### src/rtl/if_fetch_queue_if.sv
// rtl/if_fetch_queue_if.sv - instruction-memory and IF/ID handshake bundle for if_fetch_queue
//
// Purpose: groups the imem read channel and the IF/ID instruction channel.
// Signals:
//   imem_req    fetch -> imem   read request (one outstanding at most)
//   imem_addr   fetch -> imem   read address
//   imem_ack    imem  -> fetch  read data valid, one pulse per request
//   imem_data   imem  -> fetch  read data
//   inst_valid  fetch -> ID     head entry valid
//   inst        fetch -> ID     head instruction
//   inst_pc     fetch -> ID     PC of head instruction
//   inst_ready  ID    -> fetch  ID consumes the head this cycle
// Modports: master = fetch queue side, slave = memory/decode environment side.

interface if_fetch_queue_if;
  logic        imem_req;
  logic [31:0] imem_addr;
  logic        imem_ack;
  logic [31:0] imem_data;
  logic        inst_valid;
  logic [31:0] inst;
  logic [31:0] inst_pc;
  logic        inst_ready;

  modport master (
    output imem_req, imem_addr, inst_valid, inst, inst_pc,
    input  imem_ack, imem_data, inst_ready
  );

  modport slave (
    input  imem_req, imem_addr, inst_valid, inst, inst_pc,
    output imem_ack, imem_data, inst_ready
  );
endinterface

### src/rtl/if_fetch_queue.sv
// rtl/if_fetch_queue.sv - fetch stage: single-outstanding imem reads into a small {pc,instr} queue
//
// Purpose: issues one instruction-memory read at a time from pc_i, advances the PC register
// (pc_we_o) only when a fetch is issued, and buffers returned {pc,instr} pairs for IF/ID.
// A redirect (flush_i) empties the queue and discards any in-flight response.
// Ports:
//   clk_i    in   clock, rising edge
//   rst_i    in   asynchronous, active-low reset
//   pc_i     in   current PC from the PC register
//   pc_we_o  out  PC write enable, high exactly in the issue cycle
//   flush_i  in   redirect: drop queue and in-flight fetch
//   bus      if   if_fetch_queue_if.master (imem read channel + IF/ID channel)
// Parameter: DEPTH queue entries (power of two, >= 2).
// Build option: IF_FETCH_BYPASS_EN defined forwards an ack straight to IF/ID when the queue
// is empty; undefined, inst_* come only from registered storage.

module if_fetch_queue #(
  parameter int DEPTH = 2
) (
  input  logic                   clk_i,
  input  logic                   rst_i,
  input  logic [31:0]            pc_i,
  output logic                   pc_we_o,
  input  logic                   flush_i,
  if_fetch_queue_if.master       bus
);

  localparam int PW = $clog2(DEPTH);
  localparam int CW = $clog2(DEPTH + 1);
  localparam logic [CW-1:0] DEPTH_C = CW'(DEPTH);

  typedef enum logic [1:0] {
    IDLE = 2'd0,
    WAIT = 2'd1,
    DROP = 2'd2
  } state_t;

  state_t          state_q, state_d;
  logic [CW-1:0]   count_q;
  logic [PW-1:0]   rd_ptr_q, wr_ptr_q;
  logic [31:0]     req_pc_q;
  logic [31:0]     mem_pc_q    [DEPTH];
  logic [31:0]     mem_instr_q [DEPTH];

  logic            issue;
  logic            push;
  logic            push_store;
  logic            pop;
  logic            byp;

  // Next-state and request generation. rst_i gates the IDLE issue so that all
  // outputs are quiet while reset is held.
  always_comb begin
    state_d = state_q;
    issue   = 1'b0;
    push    = 1'b0;
    case (state_q)
      IDLE: begin
        if (rst_i && (count_q < DEPTH_C) && !flush_i) begin
          issue   = 1'b1;
          state_d = WAIT;
        end
      end
      WAIT: begin
        if (bus.imem_ack) begin
          push    = !flush_i;
          state_d = IDLE;
        end else if (flush_i) begin
          state_d = DROP;
        end
      end
      DROP: begin
        if (bus.imem_ack) begin
          state_d = IDLE;
        end
      end
      default: state_d = IDLE;
    endcase
  end

`ifdef IF_FETCH_BYPASS_EN
  // Empty queue and a live response: hand it to ID in the ack cycle.
  assign byp = (state_q == WAIT) && bus.imem_ack && !flush_i && (count_q == '0);
`else
  assign byp = 1'b0;
`endif

  // A bypassed entry taken by ID this cycle never enters storage.
  assign push_store = push && !(byp && bus.inst_ready);
  assign pop        = (count_q != '0) && bus.inst_ready && !flush_i;

  assign pc_we_o        = issue;
  assign bus.imem_req   = issue;
  assign bus.imem_addr  = issue ? pc_i : 32'h0;
  assign bus.inst_valid = (count_q != '0) || byp;
  assign bus.inst       = byp ? bus.imem_data : mem_instr_q[rd_ptr_q];
  assign bus.inst_pc    = byp ? req_pc_q      : mem_pc_q[rd_ptr_q];

  always_ff @(posedge clk_i or negedge rst_i) begin
    if (!rst_i) begin
      state_q  <= IDLE;
      count_q  <= '0;
      rd_ptr_q <= '0;
      wr_ptr_q <= '0;
      req_pc_q <= '0;
      for (int i = 0; i < DEPTH; i++) begin
        mem_pc_q[i]    <= '0;
        mem_instr_q[i] <= '0;
      end
    end else begin
      state_q <= state_d;
      if (issue) begin
        req_pc_q <= pc_i;
      end
      if (flush_i) begin
        // Redirect wins over push and pop; push is already suppressed above.
        count_q  <= '0;
        rd_ptr_q <= wr_ptr_q;
      end else begin
        if (push_store) begin
          mem_pc_q[wr_ptr_q]    <= req_pc_q;
          mem_instr_q[wr_ptr_q] <= bus.imem_data;
          wr_ptr_q              <= wr_ptr_q + PW'(1);
        end
        if (pop) begin
          rd_ptr_q <= rd_ptr_q + PW'(1);
        end
        case ({push_store, pop})
          2'b10:   count_q <= count_q + CW'(1);
          2'b01:   count_q <= count_q - CW'(1);
          default: count_q <= count_q;
        endcase
      end
    end
  end

endmodule

### src/flat_wrapper.sv
// flat-port wrapper written by rule: the top's interface ports become plain ports
module if_fetch_queue_flat 
#(
  parameter int DEPTH = 2
)
  (clk_i, rst_i, pc_i, pc_we_o, flush_i, bus_imem_req, bus_imem_addr, bus_inst_valid, bus_inst, bus_inst_pc, bus_imem_ack, bus_imem_data, bus_inst_ready);
  if_fetch_queue_if bus_i ();
  input  logic clk_i;
  input  logic rst_i;
  input  logic [31:0] pc_i;
  output logic pc_we_o;
  input  logic flush_i;
  output wire logic [$bits(bus_i.imem_req)-1:0] bus_imem_req;
  output wire logic [$bits(bus_i.imem_addr)-1:0] bus_imem_addr;
  output wire logic [$bits(bus_i.inst_valid)-1:0] bus_inst_valid;
  output wire logic [$bits(bus_i.inst)-1:0] bus_inst;
  output wire logic [$bits(bus_i.inst_pc)-1:0] bus_inst_pc;
  input wire logic [$bits(bus_i.imem_ack)-1:0] bus_imem_ack;
  input wire logic [$bits(bus_i.imem_data)-1:0] bus_imem_data;
  input wire logic [$bits(bus_i.inst_ready)-1:0] bus_inst_ready;
  assign bus_imem_req = bus_i.imem_req;
  assign bus_imem_addr = bus_i.imem_addr;
  assign bus_inst_valid = bus_i.inst_valid;
  assign bus_inst = bus_i.inst;
  assign bus_inst_pc = bus_i.inst_pc;
  assign bus_i.imem_ack = bus_imem_ack;
  assign bus_i.imem_data = bus_imem_data;
  assign bus_i.inst_ready = bus_inst_ready;
  if_fetch_queue #(.DEPTH(DEPTH)) u_core (.clk_i(clk_i), .rst_i(rst_i), .pc_i(pc_i), .pc_we_o(pc_we_o), .flush_i(flush_i), .bus(bus_i));
endmodule
### config.mk
export PLATFORM = sky130hd
export DESIGN_NAME = if_fetch_queue_flat
export DESIGN_NICKNAME = d
export VERILOG_FILES = /design/src/rtl/if_fetch_queue_if.sv /design/src/rtl/if_fetch_queue.sv /design/src/flat_wrapper.sv
export SDC_FILE = /design/constraint.sdc
export NUM_CORES = 1
export LEC_CHECK = 0
export BUFFER_PORTS_ARGS = -buffer_cell sky130_fd_sc_hd__clkbuf_2
export CAP_MARGIN = 20
export CORE_MARGIN = 2
export CORE_UTILIZATION = 54
export CTS_CLUSTER_SIZE = 20
export DETAILED_ROUTE_END_ITERATION = 10
export PLACE_DENSITY = 0.77
export SYNTH_ARGS = -nofsm -noshare
export SYNTH_HDL_FRONTEND = slang
export SYNTH_SLANG_ARGS = --single-unit
### constraint.sdc
create_clock -name clk_i -period 2.55 [get_ports clk_i]
set_input_delay 0.765 -clock clk_i [delete_from_list [all_inputs] [get_ports clk_i]]
set_output_delay 0.765 -clock clk_i [all_outputs]
set_load 0.03 [all_outputs]
==> results of run 1 <==
[stage by stage]
stage,total power (uW),instance area (sq um),instances
2_1_floorplan,7610,7260,477
3_3_place_gp,8690,8360,812
3_5_place_dp,8910,8360,812
4_1_cts,11400,8970,844
5_1_grt,11900,9070,854
6_report,11300,9070,854
[cell families (layout without fill, tap and decap cells)]
logic type,after synthesis,count (layout)
compound gates,7,7
xor+xnor,2,2
mux,225,225
buf+inv,30,231
flops,166,166
simple gates,47,47
[synth_stat cells (2+ instances only)]
library cell               count
sky130_fd_sc_hd__and2_1       32
sky130_fd_sc_hd__buf_2        15
sky130_fd_sc_hd__buf_4         2
sky130_fd_sc_hd__buf_6         6
sky130_fd_sc_hd__clkbuf_1      4
sky130_fd_sc_hd__dfrtp_1     166
sky130_fd_sc_hd__inv_1         2
sky130_fd_sc_hd__mux2_1        9
sky130_fd_sc_hd__mux2_2      215
sky130_fd_sc_hd__nand2b_1      4
sky130_fd_sc_hd__o21ai_0       3
[sequential cells by signal, indices dropped and copies added (netlist names)]
register and cells:
u_core.count_q 2, u_core.mem_instr_q 64, u_core.mem_pc_q 64, u_core.rd_ptr_q 1, u_core.req_pc_q 32, u_core.state_q 2, u_core.wr_ptr_q 1
[cell usage in the layout (no fill, tap or decap), types with 2 or more instances in the layout]
| cell type | Yosys | routed |
|---|---|---|
| sky130_fd_sc_hd__and2_1 | 32 | 24 |
| sky130_fd_sc_hd__and2_2 | 0 | 8 |
| sky130_fd_sc_hd__buf_12 | 0 | 5 |
| sky130_fd_sc_hd__buf_2 | 15 | 13 |
| sky130_fd_sc_hd__buf_4 | 2 | 28 |
| sky130_fd_sc_hd__clkbuf_16 | 0 | 18 |
| sky130_fd_sc_hd__clkbuf_2 | 1 | 142 |
| sky130_fd_sc_hd__clkbuf_4 | 0 | 7 |
| sky130_fd_sc_hd__clkbuf_8 | 0 | 5 |
| sky130_fd_sc_hd__clkinv_2 | 0 | 4 |
| sky130_fd_sc_hd__clkinvlp_4 | 0 | 3 |
| sky130_fd_sc_hd__dfrtp_1 | 166 | 164 |
| sky130_fd_sc_hd__dfrtp_2 | 0 | 2 |
| sky130_fd_sc_hd__inv_1 | 2 | 2 |
| sky130_fd_sc_hd__mux2_1 | 9 | 9 |
| sky130_fd_sc_hd__mux2_2 | 215 | 215 |
| sky130_fd_sc_hd__nand2b_1 | 4 | 4 |
| sky130_fd_sc_hd__nor2_2 | 1 | 2 |
| sky130_fd_sc_hd__o21ai_0 | 3 | 3 |
[worst paths after layout]
check | start | endpoint | slack, ns | depth (start not counted)
setup reg to reg | u_core.state_q[1] | u_core.mem_instr_q[63] | 0.70 | 5
hold / removal | u_core.mem_pc_q[40] | u_core.mem_pc_q[40] | 0.48 | 1
max in group asynchronous | rst_i | u_core.rd_ptr_q | 1.38 | 2
min in group asynchronous | rst_i | u_core.mem_pc_q[2] | 0.57 | 2
setup / recovery | flush_i | bus_imem_addr[31] | 0.03 | 6
hold reg to reg | u_core.mem_pc_q[40] | u_core.mem_pc_q[40] | 0.48 | 1
[critical path, stage by stage]
cell	delay, ns
sky130_fd_sc_hd__clkbuf_2	0.09
sky130_fd_sc_hd__nor2_2	0.12
sky130_fd_sc_hd__and3_4	0.30
sky130_fd_sc_hd__buf_4	0.17
sky130_fd_sc_hd__and2_1	0.12
sky130_fd_sc_hd__buf_2	0.19
[routing by layer]
metal	vias to the layer above	wire length, um	global-route usage (%)
met1	2261	6430	26.2
met2	121	7040	34.5
li1	2055	-	-
met4	0	146	6.10
met3	11	753	6.27
met5	-	0	0
[layout make-up]
| class | instances | area (sq um) |
|---|---|---|
| clock buffers | 23 | 498 |
| multi-input cells | 281 | 2930 |
| repair buffers | 198 | 1190 |
| inverters | 2 | 7.51 |
| clock inverters | 8 | 72.6 |
| well taps | 176 | 220 |
| flip-flops and latches | 166 | 4160 |
| fillers | 927 | 4120 |
[report_power, final]
group	internal [uW]	total, uW	leakage [uW]	switching, uW
sequential	3730	4300	0.00205	570
combinational	2000	4560	0.00207	2560
clock	1460	2410	0.000277	947
total	7190	11300	0.00440	4070
[what timing repair did]
action | 4_1_cts | 5_1_grt
cloned | 0 | 1
pin swaps | 1 | 1
resized for setup | 10 | 27
setup buffers | 1 | 9
setup endpoints to repair | 34 | 26
==> run summary, run 1 <==
In this run the worst path has a maximum fanout of 5. The post-synth design cell area came out at 7240 sq um. The clock net in this run drives a total of 166 sinks. In the routed layout, each cell is associated on average with a via count of 5.21. Setup repair after global routing could not meet its margin everywhere.

The die extent in x came out at 120 um. The logs give 4,814 for the via count of the first global-routing pass and 17 for the number of buffers inserted during clock tree synthesis. The tools report the number of pins with negative max-slew slack in the final report as 0. The cell row count is 42. Summed over all cells, the static leakage comes to 0.00440 uW. The required time of the worst setup path is 1.79 ns, and the die span in y is 120 um. Summing the sequential cell areas from Yosys gives 57.4% of the chip area. Clock-pin slew was measured on the worst setup and hold paths at 0.06 ns. The first detailed-routing pass ran for 4 iterations. Once detail routing completed, the nets flagged for antenna violations numbered 0.

The tools report the smallest setup slack after layout as 0.0281 ns. The adder and majority cell fraction of the synthesized area came out at 0%. Worst path arrival time: 1.76 ns. STA classifies the critical path endpoint as a primary output. The highest clock rate is 397 MHz, and the post-synthesis compound-gate area fraction is 0.622%. Post-synthesis async set-or-reset flop share: 100%. The area share of the largest cell type after synthesis works out to 57.4%. 168 I/O pins were placed. The global-route total usage across every layer was 20.7%; the overall via count from detail_route was 4,448. In the synthesized netlist the dominant register cell turns out to be sky130_fd_sc_hd__dfrtp_1. The run finished with clean final reports. Proportion of synthesized area in mux cells: 35.0%. Combinational family with the most area after synthesis: multiplexers. The total of endpoints with negative setup slack in the final report was 0. The tools report the total of hold buffers inserted after clock tree synthesis as 0. The logs give -0.0471 ns for the setup slack at placement and 0 for the initial antenna violation count.

The placeable core area is 13,200 sq um, and the number of diodes is 0. The total wire length is 14,400 um, and the synthesized-area fraction occupied by and/or/nand/nor cells is 4.27%. The worst pin sits at a relative slew slack of 44.2%.

Power per standard cell area: 1240 nW/um^2. The longest clock path from root to sink contains 2 buffers. The synthesized area divided by synthesized cell count was 15.2 sq um. The distinct cell type count of the synthesized netlist was 30.

The largest net degree at the start of global routing is 167, and the final weighted congestion in routability-driven placement is 0.711. Remaining global-route overflow: 0. The worst hold slack across all endpoints was 0.482 ns. The post-route clock period utilization was 98.9%; the end-of-flow core utilization was 68.8%.

Counting flops with a built-in enable in the synthesized netlist gives 0. In the final timing run, aggregate negative setup slack is 0 ns. The share of post-route cells with drive strength above 1 was 68.0%; the number of nets in the synthesized netlist was 546.

The tools report the initial core utilization as 54.9%. The DRC violations left was 0. The first global-routing pass estimated 23,200 um of wire.

For the DRC violation total after the first TritonRoute iteration, the log shows 201. Max-cap violations in this run came to 0. The logs give 507 uV for the peak ir drop on the vdd network and 735 for the final-stage net count. The path category of the worst min-delay check was flop to flop.

Between clock sinks in the finished design, the worst skew comes to 0.00771 ns. STA classifies the critical path startpoint as an input port. The mean routed wirelength per cell is 16.8 um, and the cell count after synthesis is 477. The final number of hold-violating endpoints is 0, and the area growth from synthesis to layout is 25.3%. Once detailed placement completed, the half-perimeter wirelength came to 9590 um. After Yosys synthesis, XOR and XNOR cells account for 0.242% of the synthesized area.

Slew of the pin with the lowest slew margin: 0.837 ns. TritonCTS built the clock tree. The critical path is of the input port to primary output type.

The clock tree synthesis step divided the H-tree into 4 levels. The die covers 14,400 sq um. The worst path needs 2.52 ns of the cycle, external delays included. The number of synthesis warnings was 0. By area the synthesized netlist is led by sky130_fd_sc_hd__dfrtp_1, sky130_fd_sc_hd__mux2_2, sky130_fd_sc_hd__and2_1. The master cell of the clock root buffer is sky130_fd_sc_hd__clkbuf_16. After synthesis the netlist holds a flip-flop and latch count of 166. Summed over all instances, the cell type with the most area after synthesis is sky130_fd_sc_hd__dfrtp_1. The clock insertion delay at the later pin of the skew report came out at 0.42 ns.

Port buffering added 167 buffers.
(Power assumes the default switching activity.)
==> run 2: changes to the inputs <==
- RECOVER_POWER: unset -> 100
==> run summary, run 2 (synthesized netlist as in run 1, its figures left out) <==
The clock insertion delay at the later pin of the skew report was 0.42 ns (about the same). TritonCTS built the clock tree. The largest registers in the layout are u_core.mem_instr_q: 64 flops, u_core.mem_pc_q: 64 flops, u_core.req_pc_q: 32 flops. The post-CTS clock slew at the launch and capture registers of the worst setup and hold paths was 0.06 ns (about the same); the area of placed instances was 8360 sq um (unchanged).

The worst hold path stage count is 1 (unchanged). The wire length of the first global-routing pass is 23,200 um (unchanged). The number of diodes was 0 (unchanged); the total of endpoints with negative setup slack in the final report was 0 (unchanged). The logs give 0.484 ns (+0.00155 ns) for the worst hold slack across all endpoints and 42 (unchanged) for the cell row count.

The tools report the met2 track demand over resource in global routing as 34.5% (unchanged). Area of the die: 14,400 sq um (unchanged). The initial core utilization is 54.9% (unchanged), and the static leakage is 0.00439 uW (-0.18%). Peak ir drop on the vdd network: 509 uV (+0.48%). The final weighted congestion in routability-driven placement came out at 0.711 (unchanged). The H-tree level count was 4 (unchanged); the highest clock rate was 396 MHz (-0.13%).

The final HPWL from detailed placement came out at 9590 um (unchanged). The number of iterations in the first detailed-routing pass was 4 (unchanged); the maximum fanout along the worst path was 5 (unchanged). The end-of-flow core utilization is 68.7% (-0.095 points), and the global-route met1 utilization is 26.2% (unchanged).

The worst setup path is launched from an input port. Via count of the first global-routing pass: 4,814 (unchanged). The die extent in x was 120 um (unchanged); the largest net degree at the start of global routing was 167 (unchanged). The slew of the pin with the lowest slew margin is 1.43 ns (+0.595 ns), and the global-route total usage across every layer is 20.7% (unchanged).

The critical path depth in cells works out to 6 (unchanged). The layer flagged by global routing as most heavily used is met2. The remaining max-slew budget at the tightest pin was 4.57% (-40 points). The worst hold path belongs to the class flop to flop.

The total wire length is 14,300 um (-0.17%). The tools report the overall via count from detail_route as 4,501 (+1.2%). The number of buffer and inverter stages on the critical path works out to 3 (unchanged).

The run gives 0 (unchanged) as the initial antenna violation count. Master cell of the clock root buffer: sky130_fd_sc_hd__clkbuf_16. The run gives 166 (unchanged) as the clock net sink count. DRC violations left: 0 (unchanged). The number of buffers inserted during clock tree synthesis was 17 (unchanged). The number of routed nets with antenna violations is 0 (unchanged). Traced cell by cell, the critical path runs through clkbuf_2, nor2_2, and3_4, buf_4, and2_1, buf_2. For the worst path arrival time, the log shows 1.76 ns (about the same). The remaining global-route overflow was 0 (unchanged); the DRC violation total after the first TritonRoute iteration was 152 (-24%). The dominant delay contributor by cell family on the critical path was simple AND/OR/NAND/NOR gates.

The power per standard cell area is 1240 nW/um^2 (+0.13%). The total area of multi-input combinational cells is 2930 sq um (unchanged). For the number of pins with negative max-slew slack in the final report, the log shows 0 (unchanged).

The tools report the kind of capture point of the worst setup path as a primary output. The share of post-route cells with drive strength above 1 works out to 67.8% (-0.15 points). The run finished with clean final reports.

The die span in y was 120 um (unchanged). The cell type of the slowest stage on the worst timing path is sky130_fd_sc_hd__and3_4. Post-route clock period utilization: 99.0% (+0.13 points). The mean routed wirelength per cell is 16.8 um (-0.17%). The met3 capacity usage during global routing is 6.27% (unchanged), and the total of hold buffers inserted after clock tree synthesis is 0 (unchanged).

The library cells used most frequently in the layout, excluding fill and tap cells, are sky130_fd_sc_hd__mux2_2, sky130_fd_sc_hd__dfrtp_1, sky130_fd_sc_hd__clkbuf_2. The delay of the slowest cell on the worst path works out to 0.29 ns (about the same). The logs give 0 (unchanged) for the reported max-cap violation count and 168 (unchanged) for the boundary pin count.

The clock tree skew after final layout is 0.00560 ns (-0.00211 ns). The final-layout fill cell count came out at 928 (+0.11%). Class of the most critical setup path: input port to primary output. The tools report the required time of the worst setup path as 1.79 ns (about the same). The count of buffers from port buffering was 167 (unchanged); the maximum root-to-sink buffer count was 2 (unchanged).

The run gives 0 (unchanged) as the final number of hold-violating endpoints. The final setup TNS is 0 ns (unchanged), and the detailed-route vias per instance is 5.27 (+1.2%). Setup repair after global routing could not meet its margin everywhere. For the final-stage net count, the log shows 735 (unchanged). The tools report the placeable core area as 13,200 sq um (unchanged). The area growth from synthesis to layout was 25.1%; the depth of the worst register-to-register path was 5 (unchanged). The final critical path time including I/O delays and setup was 2.53 ns (+0.00325 ns); the footprint of the flip-flops and latches was 4160 sq um (unchanged).

Final instance area: 9060 sq um (-0.14%). The most frequent standard cell in the layout excluding fill and tap cells is sky130_fd_sc_hd__mux2_2.
-- run 2: metrics by stage --
| stage | setup WS, ns | power [uW] | instances |
|---|---|---|---|
| 3_3_place_gp | -0.0100 | 8690 | 812 |
| 6_report | 0.0248 | 11300 | 854 |
| 4_1_cts | 0.0182 | 11400 | 844 |
| 3_5_place_dp | -0.0471 | 8910 | 812 |
| 2_1_floorplan | 0.000760 | 7610 | 477 |
| 5_1_grt | -0.00779 | 11900 | 854 |
-- run 2: final timing paths --
check                      slack [ns]                      to                 from
max reg2reg                      0.63  u_core.mem_instr_q[63]    u_core.state_q[0]
min in group asynchronous        0.78      u_core.req_pc_q[2]                rst_i
max in group asynchronous        0.76       u_core.state_q[0]                rst_i
min reg2reg                      0.48     u_core.mem_pc_q[40]  u_core.mem_pc_q[40]
min                              0.48     u_core.mem_pc_q[40]  u_core.mem_pc_q[40]
max                              0.02       bus_imem_addr[31]              flush_i
-- run 2: layer usage --
layer | vias up | wire length, um
li1 | 2061 | -
met1 | 2295 | 6260
met2 | 134 | 7130
met3 | 11 | 806
met4 | 0 | 146
met5 | - | 0
-- run 2: power by group --
group	internal, uW	total, uW	switching (uW)
registers	3730	4300	572
clock network	1460	2410	948
logic	2000	4550	2560
-- run 2: layout make-up --
type                            instances  share of cell area, %
Clock buffer                           23                   5.49
Clock inverter                          8                  0.801
Inverter                                2                 0.0828
Multi-Input combinational cell        281                   32.3
Sequential cell                       166                   45.9
Tap cell                              176                   2.43
Timing Repair Buffer                  198                   13.0
-- run 2: repair_timing --
action / in CTS / in global routing
setup endpoints to repair: 34 / 26
pin swaps: 1 / 1
setup buffers: 1 / 9
cloned: 0 / 1
resized for setup: 10 / 27
==> run 3: changes to the inputs <==
--- a/constraint.sdc
+++ b/constraint.sdc
@@ -3,2 +3,2 @@
 set_output_delay 0.765 -clock clk_i [all_outputs]
-set_load 0.03 [all_outputs]
+set_load 0.1 [all_outputs]
==> run summary, run 3 (synthesized netlist as in run 1, its figures left out) <==
The tools report the worst path arrival time as 1.79 ns (+0.03 ns). The tools report the global-route met1 utilization as 28.3% (+2.1 points). The final HPWL from detailed placement was 9950 um (+3.7%).

The H-tree level count is 4 (unchanged), and the smallest setup slack after layout is -0.00711 ns (-0.0320 ns). For the via count of the first global-routing pass, the log shows 4,999 (+3.8%). The logs give 167 (unchanged) for the largest net degree at the start of global routing and 2 (unchanged) for the maximum root-to-sink buffer count. TritonCTS built the clock tree.

From synthesis to final layout, the design area changed by 43.6%. The run gives 0 (unchanged) as the total of hold buffers inserted after clock tree synthesis. The run gives 15,800 um (+10%) as the total wire length. The detailed-route vias per instance was 5.32 (+0.95%).

The share of post-route cells with drive strength above 1 was 71.1% (+3.3 points). Highest clock rate: 391 MHz (-1.2%). The boundary pin count came out at 168 (unchanged). The final critical path time including I/O delays and setup was 2.56 ns (+0.0320 ns); the clock net sink count was 166 (unchanged). The initial core utilization is 54.9% (unchanged).

The final reports fail on negative setup slack. The required time of the worst setup path came out at 1.79 ns (about the same). Maximum fanout along the worst path: 7 (+2). The final-layout fill cell count was 728 (-22%); the DRC violations left was 0 (unchanged). The tools report the end-of-flow core utilization as 78.9% (+10 points). Path category of the worst min-delay check: flop to flop.

The worst hold slack across all endpoints is 0.486 ns (+0.00236 ns). The tools report the placeable core area as 13,200 sq um (unchanged). The final number of hold-violating endpoints came out at 0 (unchanged). Setup repair after global routing could not meet its margin everywhere.

The post-route clock period utilization was 100% (+1.3 points). The tools report the sort of element at the start of the critical path as an input port. The die span in y was 120 um (unchanged); the mean routed wirelength per cell was 18.4 um (+9.5%).

The slew of the pin with the lowest slew margin is 1.45 ns (+0.0140 ns). The run gives 5.23% (-1.0 points) as the met3 capacity usage during global routing. For the final setup TNS, the log shows -0.0288 ns (-0.0288 ns).

The tools report the number of iterations in the first detailed-routing pass as 4 (unchanged). Clock tree skew after final layout: 0.00641 ns (+0.000808 ns). The count of buffers from port buffering came out at 167 (unchanged).

The final-stage net count is 741 (+0.82%), and the remaining max-slew budget at the tightest pin is 3.64% (-0.93 points). Total of endpoints with negative setup slack in the final report: 5 (+5). For the number of diodes, the log shows 0 (unchanged). The number of routed nets with antenna violations was 0 (unchanged); the final weighted congestion in routability-driven placement was 0.749 (+5.4%). The number of buffers inserted during clock tree synthesis came out at 17 (unchanged). In the final layout, the registers with the most flip-flops are u_core.mem_instr_q: 64 flops, u_core.mem_pc_q: 64 flops, u_core.req_pc_q: 32 flops. The met2 track demand over resource in global routing is 38.9% (+4.4 points). The area of the die is 14,400 sq um (unchanged), and the die extent in x is 120 um (unchanged).

Wire length of the first global-routing pass: 25,300 um (+9.3%). The run gives 42 (unchanged) as the cell row count. Leaving out fill and tap cells, the most frequent cells in the layout are sky130_fd_sc_hd__mux2_2, sky130_fd_sc_hd__dfrtp_1, sky130_fd_sc_hd__buf_12. Global-route total usage across every layer: 22.9% (+2.2 points). The clock insertion delay at the later pin of the skew report is 0.41 ns (about the same). The critical path is of the input port to primary output type. The number of pins with negative max-slew slack in the final report was 0 (unchanged); the overall via count from detail_route was 4,565 (+1.4%). The reported max-cap violation count was 0 (unchanged); the remaining global-route overflow was 0 (unchanged). Most frequent standard cell in the layout excluding fill and tap cells: sky130_fd_sc_hd__mux2_2. The tree is rooted in a sky130_fd_sc_hd__clkbuf_16. Kind of capture point of the worst setup path: a primary output. The run gives 858 (+0.47%) as the count of placed standard cells in the final layout, fillers left out. The run finished, with violations left. The run gives 0 (unchanged) as the initial antenna violation count. After global routing, the most crowded layer is met2. The run gives 189 (+24%) as the DRC violation total after the first TritonRoute iteration. The post-CTS clock slew at the launch and capture registers of the worst setup and hold paths was 0.06 ns (about the same); the number of cells in the design after placement was 807 (-0.62%).
[run 3: cell type report]
cell class	instances	area (sq um)	area share [%]
timing repair buffer	204	2460	23.7
tap	176	220	2.12
multi-input combinational	281	3010	28.9
inverter	2	7.51	0.0722
sequential	166	4160	40.0
clock inverter	4	45.0	0.433
clock buffer	25	505	4.86
[run 3: stage by stage]
step / setup WS [ns] / cell area, sq um
finish: -0.00711 / 10400
global route: -0.0506 / 10400
global placement: 0.0454 / 9560
detailed placement: 0.0244 / 9560
CTS: -0.00450 / 10300
floorplan: 0.0275 / 7360
[run 3: critical path, stage by stage]
cell,delay (ns)
sky130_fd_sc_hd__buf_8,0.10
sky130_fd_sc_hd__nor2_4,0.11
sky130_fd_sc_hd__and3_4,0.23
sky130_fd_sc_hd__bufbuf_16,0.27
sky130_fd_sc_hd__and2_4,0.15
sky130_fd_sc_hd__buf_12,0.16
[run 3: final timing paths]
| check | startpoint | to | slack, ns | cells after the start |
|---|---|---|---|---|
| worst max-delay path | flush_i | bus_imem_addr[25] | -0.007 | 6 |
| worst min-delay path | u_core.mem_instr_q[44] | u_core.mem_instr_q[44] | 0.49 | 1 |
| worst max register to register | u_core.state_q[0] | u_core.mem_pc_q[59] | 0.69 | 5 |
| worst min register to register | u_core.mem_instr_q[44] | u_core.mem_instr_q[44] | 0.49 | 1 |
| max in group asynchronous | rst_i | u_core.rd_ptr_q | 0.75 | 2 |
| min in group asynchronous | rst_i | u_core.mem_pc_q[61] | 0.78 | 2 |
[run 3: what timing repair did]
item,CTS,global route
gates resized for setup,21,12
pin swaps,5,17
endpoints found under the setup margin,84,39
buffers inserted,11,8
gates cloned,2,1
[run 3: routing by layer]
layer | vias up | share of wire, %
met4 | 0 | 2.4
met5 | - | 0
met2 | 111 | 52
li1 | 2073 | -
met3 | 26 | 3.8
met1 | 2355 | 42
Power of run 3 is not shown: default switching activity piles up to over one toggle a cycle in this logic, so the estimate is an artifact.
